==> src/rtl/spi_sclk_engine.sv <==
// SPI serial-clock engine: divides PCLK by (sppr+1)<<(spr+1), runs a frame of
// len bits, and emits registered sample/shift strobes aligned with SCLK edges.
module spi_sclk_engine #(
  parameter int unsigned SPPR_W = 3,
  parameter int unsigned SPR_W  = 3,
  parameter int unsigned CNT_W  = 12,
  parameter int unsigned BIT_W  = 5
) (
  input  logic                              PCLK,
  input  logic                              PRESET,
  input  logic [1:0]                        spi_mode,
  input  logic                              spiswai,
  input  logic                              start,
  input  logic [BIT_W-1:0]                  len,
  input  logic [SPPR_W-1:0]                 sppr,
  input  logic [SPR_W-1:0]                  spr,
  input  logic                              cpol,
  input  logic                              cphase,
  output logic                              sclk,
  output logic                              sample_stb,
  output logic                              shift_stb,
  output logic                              busy,
  output logic                              done,
  output logic [SPPR_W+(1<<SPR_W)-1:0]      baud_div
);

  localparam int unsigned BD_W = SPPR_W + (1 << SPR_W);
  localparam int unsigned N_W  = BIT_W + 1;
  localparam int unsigned K_W  = BIT_W + 2;

  typedef enum logic [1:0] {ST_IDLE, ST_RUN, ST_TAIL} state_t;

  state_t           r_state, w_state_nx;
  logic [CNT_W-1:0] r_cnt, w_cnt_nx;
  logic [CNT_W-1:0] r_h, w_h_nx;
  logic [K_W-1:0]   r_k, w_k_nx;
  logic [N_W-1:0]   r_n, w_n_nx;
  logic             r_cphase, w_cphase_nx;
  logic             r_sclk, w_sclk_nx;
  logic             r_sample, w_sample_nx;
  logic             r_shift, w_shift_nx;
  logic             r_busy, w_busy_nx;
  logic             r_done, w_done_nx;

  logic             w_runnable;
  logic             w_abort;
  logic [CNT_W-1:0] w_h_live;
  logic [N_W-1:0]   w_n_live;
  logic [SPR_W:0]   w_spr_p1;
  logic [K_W-1:0]   w_k_new;

  logic             w_count;
  logic [CNT_W-1:0] w_cnt_cur;
  logic [CNT_W-1:0] w_h_cur;
  logic [N_W-1:0]   w_n_cur;
  logic             w_cph_cur;
  logic             w_sclk_cur;
  logic             w_edge_lead;

  assign w_runnable = (spi_mode == 2'b00) || ((spi_mode == 2'b01) && !spiswai);
  assign w_abort    = spi_mode[1];
  assign w_h_live   = (CNT_W'(sppr) + CNT_W'(1)) << spr;
  assign w_n_live   = (len == '0) ? (N_W'(1) << BIT_W) : N_W'(len);
  assign w_spr_p1   = {1'b0, spr} + (SPR_W+1)'(1);
  assign baud_div   = (BD_W'(sppr) + BD_W'(1)) << w_spr_p1;
  assign w_k_new    = r_k + K_W'(1);

  always_ff @(posedge PCLK) begin
    if (PRESET) begin
      r_state  <= ST_IDLE;
      r_cnt    <= '0;
      r_h      <= '0;
      r_k      <= '0;
      r_n      <= '0;
      r_cphase <= 1'b0;
      r_sclk   <= 1'b0;
      r_sample <= 1'b0;
      r_shift  <= 1'b0;
      r_busy   <= 1'b0;
      r_done   <= 1'b0;
    end else begin
      r_state  <= w_state_nx;
      r_cnt    <= w_cnt_nx;
      r_h      <= w_h_nx;
      r_k      <= w_k_nx;
      r_n      <= w_n_nx;
      r_cphase <= w_cphase_nx;
      r_sclk   <= w_sclk_nx;
      r_sample <= w_sample_nx;
      r_shift  <= w_shift_nx;
      r_busy   <= w_busy_nx;
      r_done   <= w_done_nx;
    end
  end

  always_comb begin
    w_state_nx  = r_state;
    w_cnt_nx    = r_cnt;
    w_h_nx      = r_h;
    w_k_nx      = r_k;
    w_n_nx      = r_n;
    w_cphase_nx = r_cphase;
    w_sclk_nx   = r_sclk;
    w_sample_nx = 1'b0;
    w_shift_nx  = 1'b0;
    w_busy_nx   = r_busy;
    w_done_nx   = 1'b0;
    w_count     = 1'b0;
    w_cnt_cur   = r_cnt;
    w_h_cur     = r_h;
    w_n_cur     = r_n;
    w_cph_cur   = r_cphase;
    w_sclk_cur  = r_sclk;
    w_edge_lead = 1'b0;

    case (r_state)
      ST_IDLE: begin
        w_sclk_nx = cpol;
        w_cnt_nx  = '0;
        w_k_nx    = '0;
        if (r_busy) begin
          w_busy_nx = 1'b0;
        end else if (start && w_runnable) begin
          w_state_nx  = ST_RUN;
          w_busy_nx   = 1'b1;
          w_h_nx      = w_h_live;
          w_n_nx      = w_n_live;
          w_cphase_nx = cphase;
          // The start cycle already counts toward the first half period,
          // so edge k lands exactly k*H cycles after start is sampled.
          w_count     = 1'b1;
          w_cnt_cur   = '0;
          w_h_cur     = w_h_live;
          w_n_cur     = w_n_live;
          w_cph_cur   = cphase;
          w_sclk_cur  = cpol;
        end
      end
      ST_RUN, ST_TAIL: begin
        if (w_abort) begin
          w_state_nx = ST_IDLE;
          w_sclk_nx  = cpol;
          w_busy_nx  = 1'b0;
          w_cnt_nx   = '0;
          w_k_nx     = '0;
        end else if (w_runnable) begin
          if (r_state == ST_RUN) begin
            w_count = 1'b1;
          end else if (r_cnt == r_h - CNT_W'(1)) begin
            w_state_nx = ST_IDLE;
            w_cnt_nx   = '0;
            w_done_nx  = 1'b1;
          end else begin
            w_cnt_nx = r_cnt + CNT_W'(1);
          end
        end
      end
      default: w_state_nx = ST_IDLE;
    endcase

    if (w_count) begin
      if (w_cnt_cur == w_h_cur - CNT_W'(1)) begin
        w_cnt_nx    = '0;
        w_sclk_nx   = ~w_sclk_cur;
        w_k_nx      = w_k_new;
        w_edge_lead = w_k_new[0];
        if (w_cph_cur) begin
          w_shift_nx  = w_edge_lead;
          w_sample_nx = !w_edge_lead;
        end else begin
          w_sample_nx = w_edge_lead;
          w_shift_nx  = !w_edge_lead && (w_k_new != {w_n_cur, 1'b0});
        end
        if (w_k_new == {w_n_cur, 1'b0}) w_state_nx = ST_TAIL;
      end else begin
        w_cnt_nx = w_cnt_cur + CNT_W'(1);
      end
    end
  end

  assign sclk       = r_sclk;
  assign sample_stb = r_sample;
  assign shift_stb  = r_shift;
  assign busy       = r_busy;
  assign done       = r_done;

endmodule

==> config.mk <==
export PLATFORM = sky130hd
export DESIGN_NAME = spi_sclk_engine
export DESIGN_NICKNAME = d
export VERILOG_FILES = /design/src/rtl/spi_sclk_engine.sv
export SDC_FILE = /design/constraint.sdc
export NUM_CORES = 1
export LEC_CHECK = 0
export ABC_CLOCK_PERIOD_IN_PS = 5350
export BUFFER_PORTS_ARGS = -buffer_cell sky130_fd_sc_hd__clkbuf_2
export CORE_ASPECT_RATIO = 2
export CORE_MARGIN = 1
export CORE_UTILIZATION = 30
export CTS_BUF_LIST = sky130_fd_sc_hd__clkbuf_4
export CTS_CLUSTER_SIZE = 25
export DETAILED_ROUTE_END_ITERATION = 8
export PLACE_DENSITY = 0.55
export SLEW_MARGIN = 20
export SYNTH_ARGS = -nofsm -noshare
export SYNTH_HDL_FRONTEND = slang
export SYNTH_SLANG_ARGS = --single-unit
export TNS_END_PERCENT = 10
==> constraint.sdc <==
create_clock -name PCLK -period 5.35 [get_ports PCLK]
set_clock_uncertainty 0.1 [all_clocks]
set_input_delay 0.535 -clock PCLK [delete_from_list [all_inputs] [get_ports PCLK]]
set_output_delay 0.535 -clock PCLK [all_outputs]
set_load 0.1 [all_outputs]
Word level (Yosys, flattened, before mapping):

Cells that the tools add are included.
W data, S select, Z words.

* word-level logic and storage cells: 104
* input bits: 19
* flip-flop bits (word level): 45
* output and inout port bits: 16

* bitwise gates (word level): 5
* mux-type cells: 52
* reductions and logical operators: 16
* shift operators: 2
* add/subtract/negate cells: 8
* equal/unequal tests: 10

Operator list (count)
* $mux W12: 12
* $add A12 B1 Y12 const B: 2
* $eq A12 B12 Y1: 2
* $mux W6: 4
* $pmux W12 S2: 1
* $sub A12 B1 Y12 const B: 2
* $mux W7: 3
* $mux W1: 18
* $mux W2: 9
* $pmux W7 S2: 1
* $add A3 B1 Y4 const B: 3
* $shl A4 B3 Y12: 1
* $shl A4 B4 Y11: 1
* $ne A4 B4 Y1 const B: 2
* $add A7 B1 Y7 const B: 1
* $eq A7 B7 Y1: 1
* $ne A7 B7 Y1: 1
* $pmux W1 S2: 3
* $logic_not A5 Y1: 1
* $not A1 Y1: 5
* $reduce_or A5 Y1: 1
* $eq A2 B1 Y1 const B: 2
* $logic_not A2 Y1: 2
* $pmux W2 S2: 1
* other kinds (11): 14

Logic depth before layout (Yosys ltp):

* depth in word-level cells: 11
* depth in mapped cells: 20
* depth with buffers taken out: 17

Worst setup path after synthesis:

No wires, ideal clock.

* kind: input to output
* from: input sppr[0]
* to: output baud_div[7]
* data required time: 4.715 ns
* arrival: 6.150 ns
* path buffers: 0
* setup slack: -1.435 ns
* stages on the path: 6
* path through: ha_1 > xor2_1 > nor2_1 > a21oi_1 > nor2_1 > a2111oi_0

* cells in the longest elaborated chain, start to end: 2

Ends and longest elaborated chain
* from (decl): line 15 `input logic [SPPR_W-1:0] sppr,`
* $add A3 B1 Y4: line 65 `assign baud_div = (BD_W'(sppr) + BD_W'(1)) << w_spr_p1;`
* $shl A4 B4 Y11: line 65
* to (decl): line 24 `output logic [SPPR_W+(1<<SPR_W)-1:0] baud_div`

Every way passes these cells.

Worst setup path in the final report:

* from: register r_state[0]
* to: register r_k[0]

* cells in the longest elaborated chain, start to end: 6
* elaborated cells between the ends (all ways): 15
* those cells by class: 1 x add/sub; 3 x eq/ne; 9 x mux; 2 x reduce/logical

Ends and longest elaborated chain
* from (decl): line 33 `state_t r_state, w_state_nx;`
* from (signal assigned): line 82 `r_state <= w_state_nx;`
* $logic_not A2 Y1 or $eq A2 B1 Y1 (tied branches): line 116, 147
* $mux W12 or $mux W1 (tied branches)
* $sub A12 B1 Y12 or $mux W1 (tied branches): line 162, 146
* $eq A12 B12 Y1 or $mux W1 (tied branches): line 162, 140
* $mux W7 or $pmux W1 S2 (tied branches): line 162, 116
* $mux W7 (*): line 161 `if (w_count) begin`
* to (signal assigned): line 85 `r_k <= w_k_nx;`
* to (decl): line 36 `logic [K_W-1:0] r_k, w_k_nx;`

Mark *: on every way between the ends. The rest lies on a longest branch, timed or not.
A chain may end at the register's enable or synchronous reset.

==> impl_metrics.env <==
export IMPL_die_w_um=84.29
export IMPL_viasPerCell=5.804
export IMPL_cts_setup_buffers=0
export IMPL_grt_ovfl_total=0
export IMPL_rrSetupSlack_ns=0.97
export IMPL_drc_errors=6
export IMPL_routed_wl_um=13490
export IMPL_critPathKind="register to register"
export IMPL_die_area_um2=14040
export IMPL_grt_pass1_vias=4234
export IMPL_cts_hold_buf=0
export IMPL_ys_seq_area_share_pct=22.17
export IMPL_min_to="r_n[3]"
export IMPL_grt_pass1_wl_um=21370
export IMPL_first_iter_violations=255
export IMPL_fp_coreArea_um2=13140
export IMPL_cts_tree="done"
export IMPL_synth_cell_types=74
export IMPL_grt_max_degree=43
export IMPL_setup_viol=0
export IMPL_areaGrowthSynthToFinish_pct=6.960
export IMPL_synthArstFlopShare_pct=0
export IMPL_cap_violations=0
export IMPL_gp_congestion=0.9165
export IMPL_violations="design-rule violations"
export IMPL_worst_slack_ns=0.9667
export IMPL_leakage_nw=1.742
export IMPL_ctsResizeCount=0
export IMPL_fp_dieH_um=166.6
export IMPL_reg2reg_depth=12
export IMPL_synth_top_cell_by_area="dfxtp_1"
export IMPL_synth_compound_area_share_pct=23.87
export IMPL_tightest_slew_ns=0.9478
export IMPL_rsz0062_at_grt="false"
export IMPL_pre_cts_ws_ns=0.9003
export IMPL_place_hpwl_um=10650
export IMPL_timing_rr_end="r_k[0]"
export IMPL_crit_fanout=36
export IMPL_grt_antenna_before_repair=1
export IMPL_synth_edf_count=0
export IMPL_multiInputGateArea_um2=2958
export IMPL_ios=35
export IMPL_path_clk_slew_ns=0.16
export IMPL_placed_cells=707
export IMPL_drv_slew=0
export IMPL_max_freq_mhz=228.1
export IMPL_synth_area_mux_share_pct=3.141
export IMPL_hold_violations=0
export IMPL_regArea_um2=900.9
export IMPL_cts_root_buf="clkbuf_4"
export IMPL_slew_limit_headroom_pct=36.81
export IMPL_synth_main_ff_cell="dfxtp_1"
export IMPL_htree_levels=2
export IMPL_cts_num_sinks=45
export IMPL_n_fill_cell=1409
export IMPL_worstPathRequired_ns=5.58
export IMPL_fin_tns_setup_ns=0
export IMPL_cts_path_max_buffers=2
export IMPL_fin_area_um2=4345
export IMPL_crit_arrival_ns=4.62
export IMPL_powerDensity_nw_per_um2=198.6
export IMPL_worstSetupStartpointType="register"
export IMPL_numCtsBuffers=5
export IMPL_num_vias=4156
export IMPL_synth_top_family_by_area="simple AND/OR/NAND/NOR gates"
export IMPL_synth_nets=588
export IMPL_yosys_register_bits=45
export IMPL_period_share_pct=81.93
export IMPL_instances_no_fill=716
export IMPL_fin_nets=593
export IMPL_clk_latency_ns=0.39
export IMPL_worstHoldPathType="input port to register"
export IMPL_grtUsageTotal_pct=19.47
export IMPL_syn_inst=557
export IMPL_row_count=59
export IMPL_synth_simple_area_share_pct=33.54
export IMPL_yosysWarnings=0
export IMPL_ant_nets=0
export IMPL_hp_start="len[3]"
export IMPL_synth_area_um2=4063
export IMPL_hold_path_cell_count=3
export IMPL_synth_area_leaders="dfxtp_1, nor2_1, xor2_1"
export IMPL_initial_core_util_pct=30.92
export IMPL_fin_crit_ns=4.383
export IMPL_portBuffers=34
export IMPL_timing_rr_start="r_state[0]"
export IMPL_status="finished with violations"
export IMPL_drt_pass1_iter_count=6
export IMPL_avgRoutedWirePerCell_um=18.84
export IMPL_synth_adder_area_share_pct=3.696
export IMPL_syn_avg_cell_area_um2=7.294
export IMPL_endpoint_kind="register"
export IMPL_yosys_area_share_xor_xnor_pct=8.408
export IMPL_irDropWorstVdd_uv=98.36
export IMPL_dpl_cell_area_um2=4279
export IMPL_synth_top_area_share_pct=22.17
export IMPL_layout_drive_gt1_share_pct=12.43
[power by group]
part,leakage [nW],internal [mW],total (mW),switching (mW)
clock,0.0358,0.0548,0.188,0.133
sequential,0.364,0.343,0.358,0.0146
combinational,1.34,0.0971,0.317,0.220
[layer usage]
layer / vias to the layer above / track usage (%) / part of all wire (%) / routed length [um]
li1: 2031 / - / - / -
met1: 1969 / 17.00 / 33 / 4458
met2: 99 / 38.74 / 56 / 7591
met3: 57 / 1.536 / 2.1 / 288
met4: 0 / 16.19 / 8.5 / 1148
met5: - / 0 / 0 / 0
[cell usage in the layout, fill, tap and decap left out, types with 3 or more instances in the layout]
cell type / n
nor3_1: 13
nand3b_1: 3
nand4_1: 10
nand2_1: 43
or3_1: 3
a21o_1: 8
nor3_2: 3
or2_2: 3
and2_1: 12
a21oi_1: 41
o32ai_1: 4
xnor2_1: 15
mux2i_1: 9
clkbuf_2: 34
nand2b_1: 6
clkbuf_4: 5
and3b_1: 3
nor3b_1: 5
nand3_1: 27
a31oi_1: 12
xor2_1: 24
nor2_1: 73
ha_1: 12
and3_1: 10
o22ai_1: 7
o31a_1: 4
dfxtp_1: 45
nor4_1: 5
inv_1: 10
or4_1: 6
o31ai_1: 7
o21ai_0: 24
nor2b_1: 14
a211oi_1: 5
buf_4: 3
[worst max-delay path, stage by stage (launching register included)]
cell     delay, ns
dfxtp_1       0.40
inv_1         0.09
ha_1          0.32
and3b_1       0.37
nand2_4       0.31
a32oi_1       0.62
nand4_1       0.28
or4_4         0.60
o32ai_2       0.25
nor2_1        0.10
or3_4         0.48
mux2_4        0.33
nor2_2        0.07
[state kept, by name, indices dropped and copies added, names as in the netlist]
register	cells
r_cnt	12
r_h	12
r_n	6
done	1
r_cphase	1
r_state	2
busy	1
shift_stb	1
sample_stb	1
r_k	7
sclk	1
[cells by family (layout without fill, tap and decap cells)]
| logic type | Yosys count | in the layout |
|---|---|---|
| DFF | 45 | 45 |
| xor gates and xnor gates | 39 | 39 |
| and+or+nand+nor | 256 | 256 |
| buffers and inverters | 49 | 55 |
| muxes | 12 | 12 |
| adders and majority gates | 12 | 12 |
| AOI/OAI and AO/OA | 144 | 144 |
| other | 0 | 1 |
[cells in the mapped netlist (5+ instances only)]
| cell type | instances |
|---|---|
| a21o_1 | 8 |
| a211oi_1 | 5 |
| nand2_1 | 43 |
| inv_1 | 10 |
| xor2_1 | 24 |
| a21oi_1 | 41 |
| nor2_1 | 73 |
| nor3b_1 | 5 |
| mux2i_1 | 9 |
| or4_1 | 6 |
| ha_1 | 12 |
| nor4_1 | 5 |
| a31oi_1 | 12 |
| nor2b_1 | 14 |
| clkbuf_1 | 32 |
| xnor2_1 | 15 |
| nand4_1 | 10 |
| nor3_1 | 13 |
| o31ai_1 | 7 |
| and2_1 | 12 |
| nand3_1 | 27 |
| nand2b_1 | 6 |
| o22ai_1 | 7 |
| o21ai_0 | 24 |
| and3_1 | 10 |
| dfxtp_1 | 45 |
[stage by stage]
stage          hold slack, ns  total power, mW  util [%]
2_1_floorplan          0.3552           0.6073         -
3_3_place_gp           0.3646           0.6758     32.57
3_5_place_dp           0.3754           0.6777     32.57
4_1_cts                0.3172           0.8675     33.05
5_1_grt                0.3353           0.9082     33.07
6_report               0.3279           0.8630     33.07
[area by class of cell]
| type | instances | share of cell area (%) |
|---|---|---|
| Clock inverter | 3 | 0.6047 |
| Clock buffer | 5 | 0.8638 |
| Multi-Input combinational cell | 463 | 68.07 |
| Timing Repair Buffer | 37 | 4.434 |
| Inverter | 10 | 0.8638 |
| Tap cell | 152 | 4.377 |
| Antenna cell | 1 | 0.05759 |
| Sequential cell | 45 | 20.73 |
[how the worst max path moves through the flow]
stage,endpoint,cells after the start,start
after floorplan,sclk,16,busy
after global placement,r_k[0],11,spiswai
after detailed placement,r_k[0],11,spiswai
after CTS,r_k[0],12,r_state[0]
after global routing,r_k[0],16,r_state[0]
final,r_k[0],12,r_state[0]
Power figures use the tool's default switching activity.
